`src/rtl/mem_stage_pkg.sv`:
```
// Shared constants for the MEM stage: memory op codes, FSM state
// encodings, reset/enable levels and the UART status MMIO address.
package mem_stage_pkg;

    localparam logic        RST_ENABLE = 1'b1;
    localparam logic        ENABLE     = 1'b1;
    localparam logic        DISABLE    = 1'b0;
    localparam logic [15:0] ZERO_WORD  = 16'h0000;

    localparam logic [1:0] MEM_NOP_OP   = 2'b00;
    localparam logic [1:0] MEM_READ_OP  = 2'b01;
    localparam logic [1:0] MEM_WRITE_OP = 2'b10;

    localparam logic [1:0] MEMST_IDLE   = 2'b00;
    localparam logic [1:0] MEMST_ACCESS = 2'b01;
    localparam logic [1:0] MEMST_DONE   = 2'b10;

    localparam logic [15:0] UART_STATUS_ADDR = 16'hBF01;

endpackage

```
`src/rtl/mem_stage.sv`:
```
// MEM stage: stalls the pipeline around a req/ack data-bus access with timeout.
// Optional UART_STATUS_MMIO_EN: stall-free UART status read at UART_STATUS_ADDR.
module mem_stage
    import mem_stage_pkg::*;
#(
    parameter int TIMEOUT = 255,
    parameter int CNT_W   = 8
) (
    input  logic        clk,
    input  logic        rst,
    input  logic [15:0] writeData_i,
    input  logic [1:0]  memOp_i,
    input  logic [15:0] memAddr_i,
    input  logic        writeReg_i,
    input  logic [3:0]  writeRegAddr_i,
    input  logic [15:0] busRdata_i,
    input  logic        busAck_i,
`ifdef UART_STATUS_MMIO_EN
    input  logic        uartTxReady_i,
    input  logic        uartDataReady_i,
`endif
    output logic [15:0] writeData_o,
    output logic        writeReg_o,
    output logic [3:0]  writeRegAddr_o,
    output logic        stallReq_o,
    output logic        busReq_o,
    output logic        busWe_o,
    output logic [15:0] busAddr_o,
    output logic [15:0] busWdata_o,
    output logic        busErr_o
);

    localparam logic [CNT_W-1:0] CNT_LAST = CNT_W'(TIMEOUT - 1);

    logic [1:0]       state_q, state_d;
    logic [CNT_W-1:0] cnt_q, cnt_d;
    logic [15:0]      rdata_q, rdata_d;
    logic             busReq_q, busReq_d;
    logic             busWe_q, busWe_d;
    logic [15:0]      busAddr_q, busAddr_d;
    logic [15:0]      busWdata_q, busWdata_d;
    logic             busErr_q, busErr_d;

    logic is_rd, is_wr, is_mmio, bus_op;

    assign is_rd = (memOp_i == MEM_READ_OP);
    assign is_wr = (memOp_i == MEM_WRITE_OP);
`ifdef UART_STATUS_MMIO_EN
    assign is_mmio = (memAddr_i == UART_STATUS_ADDR);
`else
    assign is_mmio = DISABLE;
`endif
    assign bus_op = (is_rd | is_wr) & ~is_mmio;

    // rst is gated in so MEM/WB sees a clean bubble during reset
    always_comb begin
        writeData_o    = writeData_i;
        writeReg_o     = writeReg_i;
        writeRegAddr_o = writeRegAddr_i;
        stallReq_o     = DISABLE;
        if (rst == RST_ENABLE) begin
            writeData_o    = ZERO_WORD;
            writeReg_o     = DISABLE;
            writeRegAddr_o = 4'h0;
        end else begin
            unique case (state_q)
                MEMST_IDLE: begin
                    if (bus_op) begin
                        stallReq_o = ENABLE;
                        writeReg_o = DISABLE;
                    end
`ifdef UART_STATUS_MMIO_EN
                    else if (is_rd && is_mmio) begin
                        writeData_o = {14'b0, uartDataReady_i, uartTxReady_i};
                    end
`endif
                end
                MEMST_ACCESS: begin
                    stallReq_o = ENABLE;
                    writeReg_o = DISABLE;
                end
                MEMST_DONE: begin
                    if (is_rd) writeData_o = rdata_q;
                end
                default: ;
            endcase
        end
    end

    always_comb begin
        state_d    = state_q;
        cnt_d      = cnt_q;
        rdata_d    = rdata_q;
        busReq_d   = busReq_q;
        busWe_d    = busWe_q;
        busAddr_d  = busAddr_q;
        busWdata_d = busWdata_q;
        busErr_d   = DISABLE;
        unique case (state_q)
            MEMST_IDLE: begin
                if (bus_op) begin
                    busReq_d   = ENABLE;
                    busWe_d    = is_wr;
                    busAddr_d  = memAddr_i;
                    busWdata_d = writeData_i;
                    cnt_d      = '0;
                    state_d    = MEMST_ACCESS;
                end
            end
            MEMST_ACCESS: begin
                // ack wins over timeout when both land in the same cycle
                if (busAck_i) begin
                    rdata_d  = busRdata_i;
                    busReq_d = DISABLE;
                    busWe_d  = DISABLE;
                    state_d  = MEMST_DONE;
                end else if (cnt_q == CNT_LAST) begin
                    rdata_d  = ZERO_WORD;
                    busReq_d = DISABLE;
                    busWe_d  = DISABLE;
                    busErr_d = ENABLE;
                    state_d  = MEMST_DONE;
                end else begin
                    cnt_d = cnt_q + CNT_W'(1);
                end
            end
            MEMST_DONE: state_d = MEMST_IDLE;
            default:    state_d = MEMST_IDLE;
        endcase
    end

    always_ff @(posedge clk) begin
        if (rst == RST_ENABLE) begin
            state_q    <= MEMST_IDLE;
            cnt_q      <= '0;
            rdata_q    <= ZERO_WORD;
            busReq_q   <= DISABLE;
            busWe_q    <= DISABLE;
            busAddr_q  <= ZERO_WORD;
            busWdata_q <= ZERO_WORD;
            busErr_q   <= DISABLE;
        end else begin
            state_q    <= state_d;
            cnt_q      <= cnt_d;
            rdata_q    <= rdata_d;
            busReq_q   <= busReq_d;
            busWe_q    <= busWe_d;
            busAddr_q  <= busAddr_d;
            busWdata_q <= busWdata_d;
            busErr_q   <= busErr_d;
        end
    end

    assign busReq_o   = busReq_q;
    assign busWe_o    = busWe_q;
    assign busAddr_o  = busAddr_q;
    assign busWdata_o = busWdata_q;
    assign busErr_o   = busErr_q;

endmodule

```
`config.mk`:
```
export PLATFORM = sky130hd
export DESIGN_NAME = mem_stage
export DESIGN_NICKNAME = d
export VERILOG_FILES = /design/src/rtl/mem_stage_pkg.sv /design/src/rtl/mem_stage.sv
export SDC_FILE = /design/constraint.sdc
export NUM_CORES = 1
export LEC_CHECK = 0
export ABC_AREA = 1
export ABC_CLOCK_PERIOD_IN_PS = 2000
export CAP_MARGIN = 25
export CORE_MARGIN = 10
export CORE_UTILIZATION = 42
export DETAILED_ROUTE_END_ITERATION = 12
export GPL_ROUTABILITY_DRIVEN = 0
export GPL_TIMING_DRIVEN = 0
export PLACE_DENSITY_LB_ADDON = 0.25
export SLEW_MARGIN = 25
export SYNTH_ARGS = -nofsm -noshare
export SYNTH_HDL_FRONTEND = slang
export SYNTH_SLANG_ARGS = --single-unit
```
`constraint.sdc`:
```
create_clock -name clk -period 2 [get_ports clk]
set_input_delay 0.6 -clock clk [delete_from_list [all_inputs] [get_ports clk]]
set_output_delay 0.6 -clock clk [all_outputs]
set_load 0.01 [all_outputs]
```
==> results_dict.tcl <==
set metrics [dict create \
    dr.pass1.iters 4 \
    async_flop_share_pct 0 \
    synth.top_cell.area_share_pct 45.6 \
    worstReg2RegStart "state_q[0]" \
    cpPeakStageDelay_ns 0.16 \
    hold-path-cell-count 2 \
    fmax_mhz 480 \
    drc 0 \
    holdWs_ns 0.460 \
    ys_top_cells_by_area "dfxtp_1, a21oi_1, o21ai_0, nand2_1, nor2_1" \
    path_cells "buf_8 > inv_4 > ha_4 > nand2_4 > clkbuf_8 > o21ai_2 > a21oi_1 > buf_2" \
    drtAntennaViolNets 0 \
    synth_cell_types 22 \
    clock-sinks 61 \
    cts_max_level 3 \
    nets 583 \
    multi_input_area_um2 1360 \
    clk_latency_ns 0.34 \
    floorplan.die_area_um2 9970 \
    fillers 474 \
    io_pins 115 \
    setup_viol 17 \
    cts-root-buf "clkbuf_8" \
    pwr-share-seq_pct 40.6 \
    cts_buffers 9 \
    layout-drive-gt1-share_pct 24.8 \
    wl_per_cell_um 16.0 \
    max_cap_viol_count 0 \
    path_clk_slew_ns 0.06 \
    r2r-end "busAddr_o[0]" \
    end_kind "output pin" \
    synth_cells 373 \
    drtIter0Drc 118 \
    outcome "complete, but fails checks" \
    worst_pin_slew_ns 0.414 \
    cellLeakagePower_nw 1.95 \
    fp.dieH_um 99.8 \
    overflow 0 \
    period_minus_slack_ns 2.08 \
    hold_start "rdata_q[15]" \
    grt_max_degree 11 \
    crit_type "input pin to output pin" \
    max-vdd-ir-drop_mv 0.492 \
    slew_viol_final 0 \
    internal_power_w 0.00246 \
    grt_pass1_vias 3095 \
    violations "negative setup slack" \
    chipWidth_um 99.8 \
    vias_per_cell 5.08 \
    crit_family "buffers and inverters" \
    placedCellCount 564 \
    routed-via-count 3062 \
    finalNonFillerCells 603 \
    worst_setup_path_start_kind "input pin" \
    cp_max_fo 5 \
    setup_ws_ns -0.0839 \
    reg2reg_slack_ns 0.36 \
    power_w 0.00343 \
    yosys.area.top_type "dfxtp_1" \
    syn_to_final_growth_pct 67.5 \
    fin_crit_sh_pct 104 \
    power_frac_clock_pct 33.6 \
    utilization_pct 71.4 \
    rr_worst_depth 8 \
    power_frac_comb_pct 25.9 \
    final.setup_skew_ns 0.00813 \
    worst_path_max_delay_cell "clkbuf_8" \
    grt_use_total_pct 19.0 \
    relSlewSlack_pct 72.4 \
    rsz0062_at_grt "true" \
    io_buffers 114 \
    ys_seq_elements 61 \
    required_ns 1.40 \
    ys_dominant_reg_cell "dfxtp_1" \
    register_area_um2 1220 \
    cp_num_buf_inv 4 \
    clockBufferDepth 2 \
    hold_end "rdata_q[15]" \
    grt_first_pass_wirelength_um 15300 \
    totalWireLength_um 9630 \
    ys_seq_area_share_pct 45.6 \
    power.density_nw_per_um2 765 \
    hold_viol 0 \
    netSwitchingPower_w 0.000966 \
    synth_commonest_cells "nand2_1, dfxtp_1, a21oi_1, nor2_1, o21ai_0" \
    syn_avg_cell_area_um2 7.18 \
    synth_edf_count 0 \
    core_area_um2 6280 \
    cts_tree "done" \
    post-place-ws_ns -1.17 \
    antenna_found_initial 1 \
    ys.warnings.count 0 \
    rows 29 \
    hpwl_um 6770 \
    arrival_ns 1.48 \
    hold_path_class "flop to flop" \
    syn_nets 436 \
    p_sw_share_pct 28.1 \
    crit_start "memOp_i[1]" \
    synth_area_um2 2680 \
    yosysMostFrequentCell "nand2_1" \
    initial_core_util_pct 42.6 \
]
==> power groups by stage <==
stage / Sequential (W) / Clock, W / Combinational (W)
after floorplan: 0.00145 / 0 / 0.000327
after global placement: 0.00141 / 0 / 0.000776
after detailed placement: 0.00141 / 0 / 0.000792
after CTS: 0.00139 / 0.00116 / 0.000857
after global routing: 0.00140 / 0.00121 / 0.000971
final: 0.00139 / 0.00115 / 0.000888
==> layout make-up <==
class / instances / share of cell area [%]
plain buffers: 20 / 4.19
clock inverters: 3 / 0.949
multi-input cells: 253 / 30.3
clock buffers: 13 / 3.77
diodes: 1 / 0.0558
repair buffers: 136 / 27.7
well taps: 77 / 2.15
flip-flops and latches: 61 / 27.3
inverters: 39 / 3.60
==> per-stage QoR <==
stage	area (um2)	TNS, ns
2_1_floorplan	2690	0
3_3_place_gp	3930	-33.57
3_5_place_dp	3930	-33.68
4_1_cts	4430	-0.294
5_1_grt	4480	-1.22
6_report	4480	-0.560
==> worst max-delay path by stage <==
stage / to / cells after the start
after floorplan: stallReq_o / 6
after global placement: stallReq_o / 8
after detailed placement: stallReq_o / 8
after CTS: writeData_o[10] / 7
after global routing: writeData_o[12] / 5
final: writeData_o[12] / 8
==> flip-flops by register name (all words and copies together) (netlist names) <==
| signal | flops |
|---|---|
| cnt_q | 8 |
| busErr_o | 1 |
| busAddr_o | 16 |
| state_q | 2 |
| busReq_o | 1 |
| rdata_q | 16 |
| busWe_o | 1 |
| busWdata_o | 16 |
==> metal layers <==
layer	wire, um	GRT usage [%]	up-vias
met5	0	0	-
met2	4880	32.8	108
li1	-	-	1493
met1	3750	20.6	1435
met3	693	5.36	26
met4	303	9.92	0
==> cell usage in the layout (no fill, tap or decap), types with 5 or more instances in the layout <==
cell / count
nand2_4: 5
clkdlybuf4s50_1: 88
o21ai_2: 13
nand2_1: 60
inv_1: 32
dfxtp_1: 59
o21ai_0: 34
buf_6: 7
a21oi_2: 9
nand3_1: 12
a21oi_1: 48
buf_4: 23
buf_2: 25
nand2_2: 6
nor2_1: 51
clkbuf_8: 19
==> kinds of logic (layout without fill, tap and decap cells) <==
logic type | after synthesis | in the layout | synth area share [%]
fa+ha+maj | 5 | 5 | 2.34
flops | 61 | 61 | 45.6
other cells | 0 | 1 | 0
simple gates | 139 | 139 | 21.7
compound gates | 109 | 109 | 20.5
buf+inv | 59 | 211 | 9.86
==> tightest hold or removal path, delay by kind of cell (launching register included) <==
| family | cells | cell delay (ns) |
|---|---|---|
| and+or+nand+nor | 1 | 0.06 |
| AOI/OAI and AO/OA | 1 | 0.05 |
| DFF | 1 | 0.31 |
==> what timing repair did <==
action / in CTS / in global routing
hold buffers: 0 / 0
pin swaps: 6 / 3
setup endpoints to repair: 22 / 42
resized for setup: 185 / 17
buffers inserted: 17 / 3
gates cloned: 2 / 0
Note: power is estimated with default switching activity, not from simulation.
